<file path="config.mk">
export PLATFORM = sky130hd
export DESIGN_NAME = div_seq
export DESIGN_NICKNAME = d
export VERILOG_FILES = /design/src/rtl/div_seq_pkg.sv /design/src/rtl/div_step.sv /design/src/rtl/div_seq.sv
export SDC_FILE = /design/constraint.sdc
export NUM_CORES = 1
export LEC_CHECK = 0
export CAP_MARGIN = 20
export CORE_UTILIZATION = 45
export CTS_CLUSTER_SIZE = 30
export DETAILED_ROUTE_END_ITERATION = 10
export GPL_ROUTABILITY_DRIVEN = 0
export PLACE_DENSITY_LB_ADDON = 0.12
export SLEW_MARGIN = 20
export SYNTH_ARGS = -nofsm -noshare
export SYNTH_HDL_FRONTEND = slang
export SYNTH_HIERARCHICAL = 1
export SYNTH_SLANG_ARGS = --single-unit
</file>
<file path="constraint.sdc">
create_clock -name clk -period 3.4 [get_ports clk]
set_clock_uncertainty 0.05 [all_clocks]
set_input_delay 0.68 -clock clk [delete_from_list [all_inputs] [get_ports clk]]
set_output_delay 0.68 -clock clk [all_outputs]
set_load 0.05 [all_outputs]
</file>
<file path="src/rtl/div_seq_pkg.sv">
// Shared types for the multi-cycle DIV/DIVU sequencer.
package div_seq_pkg;

  localparam int unsigned DIV_DATA_W = 32;

  typedef enum logic [1:0] {
    DIV_FREE   = 2'b00,
    DIV_BYZERO = 2'b01,
    DIV_ON     = 2'b10,
    DIV_END    = 2'b11
  } div_state_e;

endpackage

</file>
<file path="src/rtl/div_step.sv">
// One restoring shift-subtract step on the {partial remainder, quotient} register.
module div_step
  import div_seq_pkg::*;
#(
  parameter int unsigned DATA_W = DIV_DATA_W
) (
  input  logic [2*DATA_W:0] dividend,
  input  logic [DATA_W-1:0] divisor,
  output logic [2*DATA_W:0] dividend_next
);

  logic [DATA_W:0] trial;

  always_comb begin
    trial = dividend[2*DATA_W:DATA_W] - {1'b0, divisor};
    // A set MSB means the partial remainder is below the divisor: restore by shifting only.
    if (trial[DATA_W]) begin
      dividend_next = {dividend[2*DATA_W-1:0], 1'b0};
    end else begin
      dividend_next = {trial[DATA_W-1:0], dividend[DATA_W-1:0], 1'b1};
    end
  end

endmodule

</file>
<file path="src/rtl/div_seq.sv">
// DIV/DIVU sequencer: magnitude restoring divide over DATA_W steps, sign fixed up on exit.
module div_seq
  import div_seq_pkg::*;
#(
  parameter int unsigned DATA_W = DIV_DATA_W
) (
  input  logic                clk,
  input  logic                rst,
  input  logic                signed_div_i,
  input  logic [DATA_W-1:0]   opdata1_i,
  input  logic [DATA_W-1:0]   opdata2_i,
  input  logic                start_i,
  input  logic                annul_i,
  output logic [2*DATA_W-1:0] result_o,
  output logic                ready_o
);

  localparam int unsigned CNT_W = $clog2(DATA_W) + 1;

  div_state_e          state, state_nxt;
  logic [CNT_W-1:0]    cnt, cnt_nxt;
  logic [2*DATA_W:0]   dividend, dividend_nxt, dividend_step;
  logic [DATA_W-1:0]   divisor, divisor_nxt;
  logic                is_signed, is_signed_nxt;
  logic                sgn1, sgn1_nxt, sgn2, sgn2_nxt;
  logic [2*DATA_W-1:0] result_nxt;
  logic                ready_nxt;

  logic                neg1, neg2;
  logic [DATA_W-1:0]   abs1, abs2, quo, rem;

  div_step #(.DATA_W(DATA_W)) u_step (
    .dividend      (dividend),
    .divisor       (divisor),
    .dividend_next (dividend_step)
  );

  always_comb begin
    state_nxt     = state;
    cnt_nxt       = cnt;
    dividend_nxt  = dividend;
    divisor_nxt   = divisor;
    is_signed_nxt = is_signed;
    sgn1_nxt      = sgn1;
    sgn2_nxt      = sgn2;
    result_nxt    = result_o;
    ready_nxt     = ready_o;

    neg1 = signed_div_i & opdata1_i[DATA_W-1];
    neg2 = signed_div_i & opdata2_i[DATA_W-1];
    abs1 = neg1 ? -opdata1_i : opdata1_i;
    abs2 = neg2 ? -opdata2_i : opdata2_i;

    quo = dividend[DATA_W-1:0];
    rem = dividend[2*DATA_W:DATA_W+1];
    if (is_signed & (sgn1 ^ sgn2)) quo = -dividend[DATA_W-1:0];
    if (is_signed & sgn1)          rem = -dividend[2*DATA_W:DATA_W+1];

    case (state)
      DIV_FREE: begin
        ready_nxt  = 1'b0;
        result_nxt = '0;
        if (start_i && !annul_i) begin
          if (opdata2_i == '0) begin
            state_nxt = DIV_BYZERO;
          end else begin
            state_nxt     = DIV_ON;
            dividend_nxt  = {{DATA_W{1'b0}}, abs1, 1'b0};
            divisor_nxt   = abs2;
            is_signed_nxt = signed_div_i;
            sgn1_nxt      = opdata1_i[DATA_W-1];
            sgn2_nxt      = opdata2_i[DATA_W-1];
            cnt_nxt       = '0;
          end
        end
      end
      DIV_BYZERO: begin
        state_nxt    = DIV_END;
        dividend_nxt = '0;
        result_nxt   = '0;
        ready_nxt    = 1'b1;
      end
      DIV_ON: begin
        if (annul_i) begin
          state_nxt  = DIV_FREE;
          cnt_nxt    = '0;
          ready_nxt  = 1'b0;
          result_nxt = '0;
        end else if (cnt != CNT_W'(DATA_W)) begin
          dividend_nxt = dividend_step;
          cnt_nxt      = cnt + 1'b1;
        end else begin
          state_nxt  = DIV_END;
          result_nxt = {rem, quo};
          ready_nxt  = 1'b1;
          cnt_nxt    = '0;
        end
      end
      DIV_END: begin
        if (!start_i) begin
          state_nxt  = DIV_FREE;
          ready_nxt  = 1'b0;
          result_nxt = '0;
        end
      end
      default: state_nxt = DIV_FREE;
    endcase
  end

  always_ff @(posedge clk) begin
    if (rst) begin
      state     <= DIV_FREE;
      cnt       <= '0;
      dividend  <= '0;
      divisor   <= '0;
      is_signed <= 1'b0;
      sgn1      <= 1'b0;
      sgn2      <= 1'b0;
      result_o  <= '0;
      ready_o   <= 1'b0;
    end else begin
      state     <= state_nxt;
      cnt       <= cnt_nxt;
      dividend  <= dividend_nxt;
      divisor   <= divisor_nxt;
      is_signed <= is_signed_nxt;
      sgn1      <= sgn1_nxt;
      sgn2      <= sgn2_nxt;
      result_o  <= result_nxt;
      ready_o   <= ready_nxt;
    end
  end

endmodule

</file>
Word level (Yosys, flattened, before mapping). Index checks and enable logic that the tools add are counted.

Logic and storage cells: 72. Input bits: 69. Register bits: 173.

Eq/ne operators: 10. Reductions and logical operators: 12. Bitwise gates (word level): 6. Add/sub/neg operators: 6. Muxes and demuxes: 29.

Operator list (number): $mux W65 (5); $pmux W65 S3 (1); $mux W64 (3); $pmux W64 S3 (1); $mux W32 (4); $neg A32 Y32 (4); $sub A33 B32 Y33 (1); $logic_not A32 Y1 (1); $mux W6 (4); $pmux W6 S2 (1); $mux W2 (5); $ne A2 B2 Y1 const B (5); $reduce_and A3 Y1 (3); $pmux W2 S4 (1); $add A6 B1 Y6 const B (1); $ne A6 B6 Y1 const B (1); $reduce_and A5 Y1 (1); $and A1 B1 Y1 (4); $eq A2 B2 Y1 const B (2); $pmux W1 S4 (1); $mux W1 (3); $ne A3 B3 Y1 const B (1); $reduce_bool A3 Y1 (1); $eq A2 B1 Y1 const B (1); other kinds (8) (8).

Depth between registers and ports, before layout. Gate-level depths: netlist of run 1.

Word-level depth: 6. Gate-level depth with buffers: 17. Mapped depth without buffers: 15.

Modules after synthesis. Netlist of run 1, hierarchy kept.

Modules (own cells, without submodules): div_seq (area an instance 9071.2 um^2, cells an instance 1133, instances 1, seq. area each 3463.3 um^2); div_step (area an instance 2598.7 um^2, cells an instance 337, instances 1, seq. area each 0.0 um^2).

Worst setup path before layout of run 1. Ideal clock, no wire load.

Path kind: register to register. Start: register dividend[32]. End: register dividend[49]. Setup slack: -49 ps. Arrival: 3282 ps. Period minus slack after synthesis: 3449 ps. Data required time: 3233 ps. Buffers on the path: 2. Setup time: 117 ps. Cell stages (with the launch flop): 17. Cells stage by stage: dfxtp_1 -> inv_1 -> ha_1 -> fa_1 -> and2b_1 -> o2111ai_2 -> a21oi_2 -> o2111ai_1 -> a211oi_2 -> nor2_4 -> mux2i_4 -> and2_4 -> buf_12 -> inv_8 -> buf_12 -> mux2_4 -> a22o_1.

Longest elaborated chain between the ends: 5.

Ends and longest elaborated chain: from (decl) (line div_seq.sv:22) `logic [2*DATA_W:0] dividend, dividend_nxt, dividend_step;`; from (signal assigned) (line div_seq.sv:124) `dividend <= dividend_nxt;`; $sub A33 B32 Y33 (line div_step.sv:15) `trial = dividend[2*DATA_W:DATA_W] - {1'b0, divisor};`; $mux W65 (line div_step.sv:17) `if (trial[DATA_W]) begin`; named net dividend_step[49] (line div_seq.sv:22); $mux W65 (line div_seq.sv:89) `end else if (cnt != CNT_W'(DATA_W)) begin`; $mux W65 (line div_seq.sv:84) `if (annul_i) begin`; $pmux W65 S3 (line div_seq.sv:59) `case (state)`.

The timed path passes the listed nets, and every way through them passes these cells. The select of a mux whose other input is x is not followed. A chain may end at the register's enable or synchronous reset.

Worst setup path after layout of run 1.
Start: register divisor[0]. End: register dividend[61].

Longest elaborated chain between the ends: 5.

Ends and longest elaborated chain: from (decl) (line div_seq.sv:23) `logic [DATA_W-1:0] divisor, divisor_nxt;`; from (signal assigned) (line div_seq.sv:125) `divisor <= divisor_nxt;`; $sub A33 B32 Y33 (line div_step.sv:15); $mux W65 (line div_step.sv:17); named net dividend_step[61] (line div_seq.sv:22); $mux W65 (line div_seq.sv:89); $mux W65 (line div_seq.sv:84); $pmux W65 S3 (line div_seq.sv:59).

The timed path passes the listed nets, and every way through them passes these cells. The select of a mux whose other input is x is not followed.

==> run summary, run 1 <==
Port Buf Inserts: 133
site row count: 58
Antenna Violating Nets Remaining: 0
synth warn: 6
Post-synth EDFFs: 0
sequential share of the synthesized area: 0.297
Final Hold Viols: 0
cells after synthesis: 1470
TritonCTS buffer count: 17
core area: 25300 µm²
number of synthesized register bits: 173
CP Capture Type: flop
fmax: 299 MHz
RSZ-0062 raised after global routing: true
Yosys cell types: 90
Crit path required time: 3670 ps
CP startpoint kind: flop
first-pass GRT wire length: 52300 µm
area grow syn2layout: 22.4%
die area: 26600 µm²
minimum clock period: 3350 ps
Crit Path Class: reg2reg
WL per Instance: 17.1 µm
htree depth: 4
post-detail-place hpwl: 25400 µm
gr ovfl total: 0
DIE WIDTH: 163 µm
CTS tree: yes
DR vias/cell: 5.65
crit path DAT: 3620 ps
Slew @ Worst Pin: 751 ps
Pleak: 5.56 nW
Synth Area per Inst: 7.94 µm²
GRT Overall Usage: 0.250
critical path peak fanout: 6
hold path cells: 2
synthesized cell area: 11700 µm²
Post-Syn Nets: 1583
length of the first detailed-routing pass in iterations: 5
pin count of the biggest net entering global routing: 58
maximum VDD drop: 0.370 mV
Nets: 1723
DRC violations left: 0
Die Height: 163 µm
Slew HR: 0.495
clock slew seen by the registers of the worst setup and hold paths: 70 ps
FFs w/ async S/R, synth: 0
status: finished clean
Final Cycle Share: 0.985
Post-synth top flop: dfxtp_1
PwrDens: 532 nW/µm²
final setup vio count: 0
Post-Route WL: 33300 µm
Max Cap Viol: 0
num ports: 134
vias in the first global route: 9699
final setup TNS: 0 ps
# fillers: 2431
Hold Crit Class: reg2reg
worst hold margin: 403 ps
DR vias: 11000
Slew Viols, Final: 0
share of layout cells above drive strength 1: 0.121
Clock Tree Buf Depth: 2
Starting DRT DRC Count: 868
later-pin clock latency in the skew report: 430 ps
Root Buffer: clkbuf_16
clk sinks: 173
n_diodes: 0
initial antenna violation count: 0
Initial Util: 0.461
number of cells on the worst reg-to-reg path: 13
[kinds of logic (layout without fill, tap and decap cells)]
group                      Yosys count  count (layout)  synth area share
AOI/OAI and AO/OA                  451             451             0.247
xor gates and xnor gates           142             142             0.107
adders and majority gates           44              44            0.0478
buffers and inverters              180             333            0.0802
DFF                                173             173             0.297
muxes                               28              28            0.0337
and+or+nand+nor                    452             452             0.188
[critical path, cell delays in order (launching register included)]
cell       delay [ps]
dfxtp_2           360
ha_4              170
fa_2              340
and2b_1           230
o2111ai_2         160
a21oi_2           220
o2111ai_2         210
a211oi_2          300
nor2_4             70
mux2i_4           170
and2_4            320
clkinv_8          120
mux2_4            310
a22o_1            200
[report_power, final]
group | internal, mW | switching, mW
combinational | 1.20 | 1.67
sequential | 2.24 | 0.313
clock | 1.26 | 0.921
[layer usage]
| layer | up-vias | global-route usage | wire length, µm |
|---|---|---|---|
| met3 | 18 | 0.0363 | 2030 |
| met1 | 5111 | 0.391 | 17400 |
| met2 | 359 | 0.353 | 13700 |
| li1 | 5544 | - | - |
| met4 | 0 | 0.0556 | 257 |
| met5 | - | 0 | 0 |
[metrics by stage]
stage          cells  instance area [µm²]  power [mW]  utilization  setup slack (ps)
6_report        1953                14300        7.60        0.564              50.4
3_5_place_dp    1915                13500        5.35        0.534              -125
4_1_cts         1949                14200        7.54        0.561              51.6
3_3_place_gp    1915                13500        5.31        0.534             -82.1
2_1_floorplan   1470                11700        4.67            -              7.31
5_1_grt         1953                14300        8.02        0.564             -89.7
[layout make-up]
type | count | area (µm²) | share of cell area
Timing Repair inverter | 3 | 33.8 | 0.00236
Clock inverter | 15 | 224 | 0.0157
Clock buffer | 17 | 425 | 0.0298
Multi-Input combinational cell | 1117 | 7320 | 0.513
Timing Repair Buffer | 234 | 2150 | 0.150
Inverter | 64 | 253 | 0.0177
Tap cell | 330 | 413 | 0.0289
Sequential cell | 173 | 3470 | 0.243
[layout by cell type (no fill, tap or decap), types with 43 or more instances in the layout]
cell / count
nor2_1: 118
xor2_1: 51
dfxtp_1: 171
a21oi_1: 127
xnor2_1: 91
clkdlybuf4s50_1: 132
buf_4: 96
nor3_1: 43
nand2_1: 135
o21ai_0: 106
inv_1: 62
[cell usage after synthesis, types with 25 or more instances]
master      n  area (µm²)
nor2_1    118         443
clkbuf_1   59         221
o21ai_0   111         556
dfxtp_1   173        3460
inv_1      63         236
a22o_1     25         219
buf_4      35         263
ha_1       43         538
a31oi_1    26         163
nor3_1     43         215
xnor2_1    91         797
a21oi_1   129         646
a211oi_1   31         233
nand2_1   135         507
xor2_1     51         447
nand3_1    39         195
[final timing paths]
path,start,endpoint,slack (ps)
hold reg to reg,result_o[53]$_SDFFE_PP0P_,result_o[53]$_SDFFE_PP0P_,400
setup reg to reg,divisor[0]$_SDFFE_PP0P_,dividend[61]$_SDFFE_PP0P_,50
hold / removal,result_o[53]$_SDFFE_PP0P_,result_o[53]$_SDFFE_PP0P_,400
setup / recovery,divisor[0]$_SDFFE_PP0P_,dividend[61]$_SDFFE_PP0P_,50
[repair_timing]
action	CTS	global route
cloned	1	2
pin swaps	3	5
setup endpoints to repair	21	32
buffers inserted	1	2
hold buffers	0	0
resized for setup	4	15
[flip-flops by register name (all words and copies together) (netlist names)]
name,cells
dividend,65
result_o,64
divisor,32
cnt,6
state,2
is_signed,1
ready_o,1
sgn1,1
sgn2,1
Note: power is estimated with default switching activity, not from simulation.
==> inputs of run 2 (changes only) <==
--- a/config.mk
+++ b/config.mk
@@ -11,7 +11,7 @@
 export DETAILED_ROUTE_END_ITERATION = 10
 export GPL_ROUTABILITY_DRIVEN = 0
 export PLACE_DENSITY_LB_ADDON = 0.12
-export SLEW_MARGIN = 20
+export SLEW_MARGIN = 25
 export SYNTH_ARGS = -nofsm -noshare
 export SYNTH_HDL_FRONTEND = slang
 export SYNTH_HIERARCHICAL = 1
==> results of run 2 <==
No change in the layout: final DEF, timing and power equal those of run 1.
==> inputs of run 3 (changes only) <==
--- a/config.mk
+++ b/config.mk
@@ -10,7 +10,7 @@
 export CTS_CLUSTER_SIZE = 30
 export DETAILED_ROUTE_END_ITERATION = 10
 export GPL_ROUTABILITY_DRIVEN = 0
-export PLACE_DENSITY_LB_ADDON = 0.12
+export PLACE_DENSITY = 0.69
 export SLEW_MARGIN = 25
 export SYNTH_ARGS = -nofsm -noshare
 export SYNTH_HDL_FRONTEND = slang
==> run summary, run 3 (same netlist as run 1, synthesis figures left out) <==
DR vias: 11300
GRT Overall Usage: 0.255
Pleak: 5.59 nW
Slew @ Worst Pin: 793 ps
Final Cycle Share: 0.980
Nets: 1730
pin count of the biggest net entering global routing: 64
most common cell after layout, fill and taps aside: dfxtp_1
Port Buf Inserts: 133
initial antenna violation count: 0
DRC violations left: 0
status: finished clean
post-detail-place hpwl: 25400 µm
area grow syn2layout: 23.3%
CP Capture Type: flop
Slew HR: 0.467
Antenna Violating Nets Remaining: 0
crit path DAT: 3600 ps
htree depth: 4
TritonCTS buffer count: 17
# fillers: 2318
maximum VDD drop: 0.383 mV
first-pass GRT wire length: 53900 µm
most frequent cells in the layout: 171 x dfxtp_1, 135 x nand2_1, 132 x clkdlybuf4s50_1
vias in the first global route: 10200
n_diodes: 0
Die Height: 163 µm
num ports: 134
max FFs per register: 65
final setup vio count: 0
Crit path required time: 3670 ps
minimum clock period: 3330 ps
gr ovfl total: 0
CTS tree: yes
Worst Setup Slack, final: 67.8 ps
Post-Route WL: 33900 µm
PwrDens: 525 nW/µm²
dpl ws: -124 ps
WL per Instance: 17.3 µm
DR vias/cell: 5.77
Slew Viols, Final: 0
Clock Tree Buf Depth: 2
Finished Core Util: 0.568
later-pin clock latency in the skew report: 430 ps
share of layout cells above drive strength 1: 0.129
Crit Path Class: reg2reg
core area: 25300 µm²
CTS Hold Bufs: 0
clk sinks: 173
Hold Crit Class: reg2reg
area of the multi-input gates: 7370 µm²
clock slew seen by the registers of the worst setup and hold paths: 70 ps
Top reg by flops: dividend
Final Hold Viols: 0
Starting DRT DRC Count: 1060
Max Cap Viol: 0
site row count: 58
critical path peak fanout: 6
Initial Util: 0.461
fmax: 300 MHz
FF+latch area: 3470 µm²
flop2flop setup slack: 70 ps
DIE WIDTH: 163 µm
largest registers: dividend: 65 flops, result_o: 64 flops, divisor: 32 flops
RSZ-0062 raised after global routing: true
length of the first detailed-routing pass in iterations: 5
CP startpoint kind: flop
die area: 26600 µm²
Root Buffer: clkbuf_16
## run 3: cell types whose count changed in the layout (fill, tap and decap cells not counted), sizes merged
cell / delta
buf: +8
clkbuf: +4
clkinvlp: +1
inv: -6
clkinv: +1
bufinv: -1
## run 3: worst paths after layout
check	from	end	depth (start not counted)
max reg2reg	dividend[32]$_SDFFE_PP0P_	dividend[57]$_SDFFE_PP0P_	15
min	result_o[57]$_SDFFE_PP0P_	result_o[57]$_SDFFE_PP0P_	2
max	dividend[32]$_SDFFE_PP0P_	dividend[57]$_SDFFE_PP0P_	15
min reg2reg	result_o[57]$_SDFFE_PP0P_	result_o[57]$_SDFFE_PP0P_	2
## run 3: where the power goes
group / internal (mW) / switching, mW / leakage (nW)
Combinational: 1.23 / 1.69 / 3.88
Sequential: 2.25 / 0.309 / 1.40
Clock: 1.21 / 0.866 / 0.296
## run 3: timing repair
action                                  4_1_cts  5_1_grt
pin swaps                                     2        8
setup buffers                                 0        9
gates resized for setup                       3       32
endpoints found under the hold margin         0        0
gates cloned                                  1        1
endpoints found under the setup margin       17       31
## run 3: layout make-up
type | count | share of cell area
multi-input combinational | 1117 | 0.512
sequential | 173 | 0.241
timing repair buffer | 242 | 0.155
clock buffer | 21 | 0.0320
tap | 330 | 0.0287
inverter | 64 | 0.0176
clock inverter | 11 | 0.0109
timing repair inverter | 2 | 0.00226
## run 3: critical path, cell delays in order (launching register included)
cell	delay (ps)
dfxtp_2	340
inv_2	50
ha_4	150
fa_2	330
and2b_1	230
o2111ai_2	160
a21oi_2	210
o2111ai_2	180
a211oi_2	300
nor2_4	80
mux2i_4	190
and2_4	220
buf_6	140
inv_12	70
mux2_4	300
a22o_1	220
## run 3: per-layer routing
| layer | vias up | GRT usage | part of all wire |
|---|---|---|---|
| li1 | 5557 | - | - |
| met1 | 5312 | 0.379 | 0.49 |
| met2 | 412 | 0.380 | 0.43 |
| met3 | 30 | 0.0414 | 0.070 |
| met4 | 0 | 0.0578 | 0.014 |
| met5 | - | 0 | 0 |
## run 3: stage by stage
stage | instance area (µm²) | TNS (ps) | hold WS [ps] | power [mW] | instances
after detailed placement | 13500 | -5500 | 393 | 5.36 | 1917
after CTS | 14200 | 0 | 409 | 7.44 | 1950
after floorplan | 11700 | 0 | 382 | 4.67 | 1470
after global routing | 14400 | -397 | 427 | 7.97 | 1960
final | 14400 | 0 | 400 | 7.55 | 1960
after global placement | 13500 | -4000 | 385 | 5.30 | 1917
